`src/rtl/lsu_pkg.sv`:
```
// lsu_pkg: shared state encoding, funct3 codes and alignment check for the load/store unit
package lsu_pkg;
  typedef enum logic [1:0] {IDLE, REQ, RESP, DONE} state_t;
  localparam logic [2:0] F3_B  = 3'b000;
  localparam logic [2:0] F3_H  = 3'b001;
  localparam logic [2:0] F3_W  = 3'b010;
  localparam logic [2:0] F3_BU = 3'b100;
  localparam logic [2:0] F3_HU = 3'b101;
  function automatic logic misaligned(input logic [2:0] f3, input logic [1:0] off);
    return (f3 == F3_H || f3 == F3_HU) ? off[0] :
           (f3 == F3_B || f3 == F3_BU) ? 1'b0 : (off != 2'b00);
  endfunction
endpackage

```
`src/rtl/lsu_mem_if.sv`:
```
// lsu_mem_if: request/response bus between the load/store unit and data memory
interface lsu_mem_if;
  logic        mem_req_valid;
  logic        mem_req_ready;
  logic        mem_req_we;
  logic [31:0] mem_req_addr;
  logic [31:0] mem_req_wdata;
  logic [3:0]  mem_req_wmask;
  logic        mem_rsp_valid;
  logic [31:0] mem_rsp_rdata;
  modport master(output mem_req_valid, mem_req_we, mem_req_addr, mem_req_wdata, mem_req_wmask,
                 input mem_req_ready, mem_rsp_valid, mem_rsp_rdata);
  modport slave(input mem_req_valid, mem_req_we, mem_req_addr, mem_req_wdata, mem_req_wmask,
                output mem_req_ready, mem_rsp_valid, mem_rsp_rdata);
endinterface

```
`src/rtl/lsu_align.sv`:
```
// lsu_align: store byte-lane placement and load byte/half extraction with sign/zero extension
module lsu_align (
  input  logic [2:0]  i_st_f3,
  input  logic [1:0]  i_st_off,
  input  logic [31:0] i_st_data,
  input  logic [2:0]  i_ld_f3,
  input  logic [1:0]  i_ld_off,
  input  logic [31:0] i_rdata,
  output logic [31:0] o_wdata,
  output logic [3:0]  o_wmask,
  output logic [31:0] o_load
);
  logic [7:0]  w_byte;
  logic [15:0] w_half;
  // funct3[1] set means word (covers the undefined codes), funct3[0] half, funct3[2] unsigned
  always_comb begin
    w_byte  = 8'(i_rdata >> {i_ld_off, 3'b000});
    w_half  = i_ld_off[1] ? i_rdata[31:16] : i_rdata[15:0];
    o_wmask = i_st_f3[1] ? 4'hf : (i_st_f3[0] ? 4'h3 : 4'h1) << i_st_off;
    o_wdata = i_st_f3[1] ? i_st_data : i_st_f3[0] ? {2{i_st_data[15:0]}} : {4{i_st_data[7:0]}};
    o_load  = i_ld_f3[1] ? i_rdata :
              i_ld_f3[0] ? {{16{~i_ld_f3[2] & w_half[15]}}, w_half} :
                           {{24{~i_ld_f3[2] & w_byte[7]}}, w_byte};
  end
endmodule

```
`src/rtl/lsu_mem.sv`:
```
// lsu_mem: load/store unit running the data-memory handshake and producing one lsu_done per instruction
module lsu_mem
  import lsu_pkg::*;
#(
  parameter int TIMEOUT_CYCLES = 255,
  parameter int CNT_W          = 8
) (
  input  logic        clk,
  input  logic        rst,
  input  logic        inst_valid,
  input  logic        is_load,
  input  logic        is_store,
  input  logic [2:0]  funct3,
  input  logic [31:0] addr,
  input  logic [31:0] store_data,
  lsu_mem_if.master   mem,
  output logic        lsu_done,
  output logic        lsu_err,
  output logic [31:0] load_data
);
  state_t            r_state;
  logic [CNT_W-1:0]  r_cnt;
  logic              r_valid, r_we, r_done, r_err;
  logic [31:0]       r_addr, r_wdata, r_load;
  logic [3:0]        r_wmask;
  logic [2:0]        r_f3;
  logic [31:0]       w_wdata, w_load;
  logic [3:0]        w_wmask;
  logic              w_mem, w_mis, w_to;
  assign w_mem = is_load | is_store;
  assign w_mis = misaligned(funct3, addr[1:0]);
  assign w_to  = r_cnt == CNT_W'(TIMEOUT_CYCLES - 1);
  lsu_align u_align (
    .i_st_f3  (funct3),
    .i_st_off (addr[1:0]),
    .i_st_data(store_data),
    .i_ld_f3  (r_f3),
    .i_ld_off (r_addr[1:0]),
    .i_rdata  (mem.mem_rsp_rdata),
    .o_wdata  (w_wdata),
    .o_wmask  (w_wmask),
    .o_load   (w_load)
  );
  always_ff @(posedge clk) begin
    if (rst) begin
      r_state <= IDLE;
      r_valid <= 1'b0;
      r_done  <= 1'b0;
      r_err   <= 1'b0;
      r_load  <= '0;
      r_cnt   <= '0;
    end else begin
      r_done <= 1'b0;
      case (r_state)
        IDLE: if (inst_valid) begin
          if (!w_mem || w_mis) begin
            r_state <= DONE;
            r_done  <= 1'b1;
            r_err   <= w_mem;
          end else begin
            r_state <= REQ;
            r_valid <= 1'b1;
            r_cnt   <= '0;
            r_we    <= is_store & ~is_load;
            r_addr  <= addr;
            r_wdata <= w_wdata;
            r_wmask <= is_load ? 4'h0 : w_wmask;
            r_f3    <= funct3;
          end
        end
        // a response arriving on the last allowed cycle still completes normally
        REQ, RESP: begin
          r_cnt <= r_cnt + 1'b1;
          if (r_state == RESP && mem.mem_rsp_valid) begin
            r_state <= DONE;
            r_done  <= 1'b1;
            r_err   <= 1'b0;
            if (!r_we) r_load <= w_load;
          end else if (w_to) begin
            r_state <= DONE;
            r_done  <= 1'b1;
            r_err   <= 1'b1;
            r_load  <= '0;
            r_valid <= 1'b0;
          end else if (r_state == REQ && mem.mem_req_ready) begin
            r_state <= RESP;
            r_valid <= 1'b0;
          end
        end
        DONE: r_state <= IDLE;
      endcase
    end
  end
  assign mem.mem_req_valid = r_valid;
  assign mem.mem_req_we    = r_we;
  assign mem.mem_req_addr  = {r_addr[31:2], 2'b00};
  assign mem.mem_req_wdata = r_wdata;
  assign mem.mem_req_wmask = r_wmask;
  assign lsu_done          = r_done;
  assign lsu_err           = r_err;
  assign load_data         = r_load;
endmodule

```
`src/flat_wrapper.sv`:
```
// flat-port wrapper written by rule: the top's interface ports become plain ports
module lsu_mem_flat import lsu_pkg::*;
#(
  parameter int TIMEOUT_CYCLES = 255,
  parameter int CNT_W          = 8
)
  (clk, rst, inst_valid, is_load, is_store, funct3, addr, store_data, lsu_done, lsu_err, load_data, mem_mem_req_valid, mem_mem_req_we, mem_mem_req_addr, mem_mem_req_wdata, mem_mem_req_wmask, mem_mem_req_ready, mem_mem_rsp_valid, mem_mem_rsp_rdata);
  lsu_mem_if mem_i ();
  input  logic clk;
  input  logic rst;
  input  logic inst_valid;
  input  logic is_load;
  input  logic is_store;
  input  logic [2:0] funct3;
  input  logic [31:0] addr;
  input  logic [31:0] store_data;
  output logic lsu_done;
  output logic lsu_err;
  output logic [31:0] load_data;
  output wire logic [$bits(mem_i.mem_req_valid)-1:0] mem_mem_req_valid;
  output wire logic [$bits(mem_i.mem_req_we)-1:0] mem_mem_req_we;
  output wire logic [$bits(mem_i.mem_req_addr)-1:0] mem_mem_req_addr;
  output wire logic [$bits(mem_i.mem_req_wdata)-1:0] mem_mem_req_wdata;
  output wire logic [$bits(mem_i.mem_req_wmask)-1:0] mem_mem_req_wmask;
  input wire logic [$bits(mem_i.mem_req_ready)-1:0] mem_mem_req_ready;
  input wire logic [$bits(mem_i.mem_rsp_valid)-1:0] mem_mem_rsp_valid;
  input wire logic [$bits(mem_i.mem_rsp_rdata)-1:0] mem_mem_rsp_rdata;
  assign mem_mem_req_valid = mem_i.mem_req_valid;
  assign mem_mem_req_we = mem_i.mem_req_we;
  assign mem_mem_req_addr = mem_i.mem_req_addr;
  assign mem_mem_req_wdata = mem_i.mem_req_wdata;
  assign mem_mem_req_wmask = mem_i.mem_req_wmask;
  assign mem_i.mem_req_ready = mem_mem_req_ready;
  assign mem_i.mem_rsp_valid = mem_mem_rsp_valid;
  assign mem_i.mem_rsp_rdata = mem_mem_rsp_rdata;
  lsu_mem #(.TIMEOUT_CYCLES(TIMEOUT_CYCLES), .CNT_W(CNT_W)) u_core (.clk(clk), .rst(rst), .inst_valid(inst_valid), .is_load(is_load), .is_store(is_store), .funct3(funct3), .addr(addr), .store_data(store_data), .mem(mem_i), .lsu_done(lsu_done), .lsu_err(lsu_err), .load_data(load_data));
endmodule
```
`config.mk`:
```
export PLATFORM = sky130hd
export DESIGN_NAME = lsu_mem_flat
export DESIGN_NICKNAME = d
export VERILOG_FILES = /design/src/rtl/lsu_pkg.sv /design/src/rtl/lsu_mem_if.sv /design/src/rtl/lsu_align.sv /design/src/rtl/lsu_mem.sv /design/src/flat_wrapper.sv
export SDC_FILE = /design/constraint.sdc
export NUM_CORES = 1
export LEC_CHECK = 0
export ABC_AREA = 1
export CORE_MARGIN = 8
export CORE_UTILIZATION = 46
export DETAILED_ROUTE_END_ITERATION = 8
export PLACE_DENSITY = 0.81
export SYNTH_ARGS = -nofsm -noshare
export SYNTH_HDL_FRONTEND = slang
export SYNTH_HIERARCHICAL = 1
export SYNTH_SLANG_ARGS = --single-unit
```
`constraint.sdc`:
```
create_clock -name clk -period 5.7 [get_ports clk]
set_input_delay 0.57 -clock clk [delete_from_list [all_inputs] [get_ports clk]]
set_output_delay 0.57 -clock clk [all_outputs]
set_load 0.02 [all_outputs]
```
# --- Yosys cells after proc, flatten, opt, wreduce, memory -nomap -nowiden ---
# Cells that the tools add are included.
totals:
  reg_bits: 117
  in_bits: 106
  out_inout_bits: 104
  wordCells: 92
op_classes:
  add_sub_neg: 1
  n_eq_ne: 15
  shift: 2
  n_mux: 37
  n_bitwise: 8
  reduce_logical: 18
ops:
  columns: ["op", "count"]
  rows:
  - ["2-to-1 mux 32 bit", 7]
  - ["right shift 32 x 5 -> 8 bit", 1]
  - ["2-to-1 mux 16 bit", 1]
  - ["2-to-1 mux 8 bit", 2]
  - ["case mux 8 bit (2 select lines)", 1]
  - ["2-to-1 mux 1 bit", 15]
  - ["2-to-1 mux 2 bit", 6]
  - ["adder 8 x 1 -> 8 bit, second input constant", 1]
  - ["== test 8 bit, second input constant", 1]
  - ["inequality test 2 bit, second input constant", 4]
  - ["AND reduction 4 bit", 2]
  - ["== test 3 bit, second input constant", 2]
  - ["inequality test 3 x 1 -> 1 bit, second input constant", 2]
  - ["case mux 1 bit (2 select lines)", 3]
  - ["case mux 2 bit (3 select lines)", 1]
  - ["AND reduction 3 bit", 2]
  - ["nonzero test 2 bit", 3]
  - ["AND reduction 5 bit", 1]
  - ["== test 2 bit, second input constant", 2]
  - ["2-to-1 mux 4 bit", 1]
  - ["inequality test 4 x 1 -> 1 bit, second input constant", 1]
  - ["inverter 1 bit", 4]
  - ["<< shifter 2 x 2 -> 4 bit", 1]
  - ["bitwise AND 1 bit", 3]
  - ["11 further kinds", 14]

# --- Longest topological paths before layout ---
logic_depth:
  ltp_word: 8
  mapped_depth: 13
  depth_no_buf: 11

# --- Hierarchy ---
# The synthesis kept the hierarchy.
modules_own_cells:
  columns: ["mod", "n_inst", "cells_per_inst", "area_each_um2", "seq_area_each_um2"]
  rows:
  - ["lsu_mem", 1, 466, 4838.4, 3062.9]
  - ["lsu_align", 1, 243, 1088.5, 0.0]

# --- Worst setup path before layout ---
# No wires, ideal clock.
synth_timing:
  path_type: "input -> register"
  start: "in addr[1]"
  end: "reg u_core.r_wdata[0] (netlist: u_core/mem.mem_req_wdata[0]), enable pin"
  setup_time_ps: 503
  arrival_ps: 4031
  t_required_ps: 5197
  path_slack_ps: 1166
  path_stages: 3
  n_path_buf: 0
  path_cell_list: "o21ai_0 nand3_1 nor2_1"
synth_between:
  elab_chain_len: 6
synth_rtl:
  columns: ["item", "line", "source"]
  rows:
  - ["start, declared", "flat_wrapper.sv:15", "input logic [31:0] addr;"]
  - ["nonzero test 2 bit", "lsu_pkg.sv:11", "(f3 == F3_B || f3 == F3_BU) ? 1'b0 : (off != 2'b00);"]
  - ["2-to-1 mux 1 bit", "lsu_pkg.sv:11", null]
  - ["2-to-1 mux 1 bit", "lsu_pkg.sv:10", "return (f3 == F3_H || f3 == F3_HU) ? off[0] :"]
  - ["logical OR 1 bit", "lsu_mem.sv:56", "if (!w_mem || w_mis) begin"]
  - ["inverter 1 bit (no source line)", null, null]
  - ["AND reduction 4 bit (no source line)", null, null]
  - ["end signal, assigned", "lsu_mem.sv:66", "r_wdata <= w_wdata;"]
  - ["end, declared", "lsu_mem.sv:24", "logic [31:0] r_addr, r_wdata, r_load;"]
# Every way passes these cells.
# A chain may end at the register's enable or synchronous reset.

# --- Worst setup path after layout ---
layout_timing:
  start: "in funct3[1]"
  end: "reg u_core.r_addr[19], enable pin"
layout_between:
  elab_chain_len: 7
  elab_cells_between_ends: 11
  classes_between: "3 x eq/ne; 2 x mux; 1 x bitwise; 5 x reduce/logical"
layout_rtl:
  columns: ["item", "line", "source"]
  rows:
  - ["start, declared", "flat_wrapper.sv:14", "input logic [2:0] funct3;"]
  - ["== test 3 bit or logical NOT 3 bit (tied branches)", "lsu_pkg.sv:11", null]
  - ["logical OR 1 bit", "lsu_pkg.sv:11", null]
  - ["2-to-1 mux 1 bit", "lsu_pkg.sv:11", null]
  - ["2-to-1 mux 1 bit (*)", "lsu_pkg.sv:10", null]
  - ["logical OR 1 bit (*)", "lsu_mem.sv:56", null]
  - ["inverter 1 bit (no source line) (*)", null, null]
  - ["AND reduction 4 bit (no source line) (*)", null, null]
  - ["end signal, assigned", "lsu_mem.sv:65", "r_addr <= addr;"]
  - ["end, declared", "lsu_mem.sv:24", null]
# Mark *: on every way between the ends. The rest lies on a longest branch, timed or not.

==> impl_metrics.toml <==
[setup_path]
crit_type = "in -> reg"
critPathLaunchType = "input pin"
cp.required_ns = 5.73
critPathArrivalTime_ns = 3.00
worstPathMaxFanout = 72
cp-end-kind = "flop"

[sta]
min_period_over_period = 0.5216
worst_pin_slew_ns = 1.013
fmax_mhz = 336.3
rsz0062_at_grt = "false"
slew_viol_final = 0
fin_worst_skew_ns = 0.01020
report.final.setup_viol = 0
finalSetupTns_ns = 0
post-route-min-period_ns = 2.973
final_hold_viol_count = 0
fin_ws_ns = 2.727
relSlewSlack = 0.3238

[route]
totalWireLength_um = 16760
drtAntennaViolNets = 0
drc = 0
firstDrtPassIters = 6
first_iter_violations = 419
vias_per_cell = 4.998
vias = 5228
wl_per_cell_um = 16.02

[clock_network]
htree_num_levels = 4
cts_hold_buf = 0
clkSlewWorstSetupHoldPaths_ns = 0.05
clk_latency_ns = 0.41
cts_tree = "done"
clock_sinks = 117
cts_buffers = 17
cts_resized = 0
cts-root-buf = "clkbuf_16"
post_cts_buffers = 0
clk_path_buf_depth = 2

[global_route]
antenna_found_initial = 1
grt_first_pass_wirelength_um = 25230
track_usage = 0.1970
grt_pass1_vias = 4901
gr-total-overflow = 0
grt_max_degree = 76

[logic_synthesis]
synth_top_family_by_area = "simple AND/OR/NAND/NOR gates"
ys_ff_latch = 117
synth_top_area_frac = 0.3648
synth_edf_count = 72
yosys-mux-area-fraction = 0
post_synth_main_area_contributors = "edfxtp_1, dfxtp_1, nand2_1"
synth_ff_type = "edfxtp_1"
yosys.area_share.simple = 0.2419
synth_compound_area_frac = 0.1013
yosysTopAreaCell = "edfxtp_1"
netlist_top_cells_count = "nand2_1, nor2_1, a21oi_1, edfxtp_1"
ys_warn_count = 6
synth.distinct_cells = 29
avgSynthCellArea_um2 = 8.360
syn_area_um2 = 5927
async_flop_share = 0
seq_area_frac_synth = 0.5168
synth_xor_area_frac = 0.002955
yosysMostFrequentCell = "nand2_1"
synthAdderAreaFrac = 0.01478
netlist_instances = 709

[place]
place_ws_ns = 2.323
place_hpwl_um = 12280
port_buffers = 207
place_congestion = 0.8451

[cells_and_area]
regArea_um2 = 3063
nFillCells = 1088
multi_input_area_um2 = 2157
area_growth_pct = 39.62
num_antenna_cells = 0
fin_nets = 974
drive_gt1_frac = 0.05950

[die]
die_x_um = 129.5
core_area_um2 = 12620
start_util = 0.4697
fp.dieArea_um2 = 16770
die_y_um = 129.5
placementRows = 41
io_pins = 210

[min_path]
hold_path.class = "reg -> reg"

[pwr]
power_frac_clock = 0.375
powerDensity_nw_per_um2 = 342.9
irDropWorstVdd_mv = 0.7015
p_comb_frac = 0.269
intPower_mw = 1.924
p_sw_frac = 0.3218
seq_power_share = 0.355
power.switching_mw = 0.9131
power.leakage_nw = 3.266

[job]
max_cap_violations = 0

[outcome]
status = "completed"
-- power by group through the flow --
stage / clock network, mW / registers [mW] / logic, mW
global placement: 0 / 1.02 / 0.751
CTS: 1.08 / 1.01 / 0.759
finish: 1.07 / 1.01 / 0.764
global route: 1.11 / 1.01 / 0.840
detailed placement: 0 / 1.02 / 0.757
floorplan: 0 / 1.06 / 0.547
-- critical path, cell delays in order --
cell and delay [ns]:
clkdlybuf4s50_1 0.91, o21ai_0 0.44, nand3_1 0.22, nor2_4 0.11
buf_4 0.71
-- layout by cell type, fill, tap and decap left out, types with 3 or more instances in the layout --
cell type          n
o21a_1             5
clkbuf_16         17
nand2_1          211
ha_1               6
clkbuf_8           4
inv_1             33
dfxtp_1           45
inv_2              3
clkdlybuf4s50_1  207
a21oi_1           72
nand3_1           45
o21ai_0           31
nand2_2            4
clkinv_2           3
buf_4              3
nor2_1            86
edfxtp_1          72
clkinvlp_4         3
-- sequential cells by signal, summed over array words and instances, names as in the netlist, 2 cells and up --
| signal | flops |
|---|---|
| u_core/r_state | 2 |
| u_core/r_f3 | 3 |
| u_core/mem.mem_req_wdata | 32 |
| u_core/load_data | 32 |
| u_core/r_cnt | 8 |
| u_core/mem.mem_req_wmask | 4 |
| u_core/r_addr | 32 |
-- worst paths after layout --
path | from | to | slack, ns | cells after the start
max reg2reg | u_core/r_state[0] | u_core/r_cnt[5] | 3.35 | 9
max | funct3[1] | u_core/r_addr[19] | 2.73 | 5
min reg2reg | u_core/load_data[1] | u_core/load_data[1] | 0.48 | 2
min | u_core/load_data[1] | u_core/load_data[1] | 0.48 | 2
-- cell families (layout without fill, tap and decap cells) --
group                    count (synthesis)  after routing
AO/OA/AOI/OAI                          112            112
XOR/XNOR                                 2              2
adder cells (fa/ha/maj)                  7              7
buffers and inverters                  115            279
flip-flops                             117            117
other                                    1              2
AND/OR/NAND/NOR                        355            355
-- routing by layer --
layer / part of all wire / vias up / global-route usage / wire, um
li1: - / 2584 / - / -
met1: 0.39 / 2428 / 0.2181 / 6565
met2: 0.53 / 184 / 0.3523 / 8867
met3: 0.055 / 30 / 0.04396 / 925
met4: 0.023 / 2 / 0.09153 / 384
met5: 0.00078 / - / 0 / 13
-- metrics by stage --
step	total power [mW]	hold WS, ns	area (um2)	std cells	util
2_1_floorplan	1.610	0.4677	5931	710	-
3_3_place_gp	1.774	0.4605	7671	1014	0.6079
3_5_place_dp	1.781	0.4650	7671	1014	0.6079
4_1_cts	2.846	0.4768	8275	1046	0.6558
5_1_grt	2.969	0.4972	8275	1046	0.6558
6_report	2.838	0.4761	8275	1046	0.6558
-- layout make-up --
cell class                      instances  area share
Timing Repair Buffer                  210      0.2531
Multi-Input combinational cell        478      0.2607
Tap cell                              172     0.02601
Clock inverter                         11     0.01497
Clock buffer                           21     0.05806
Inverter                               37     0.01709
Sequential cell                       117      0.3701
No activity file was read; power rests on OpenSTA's default activity.
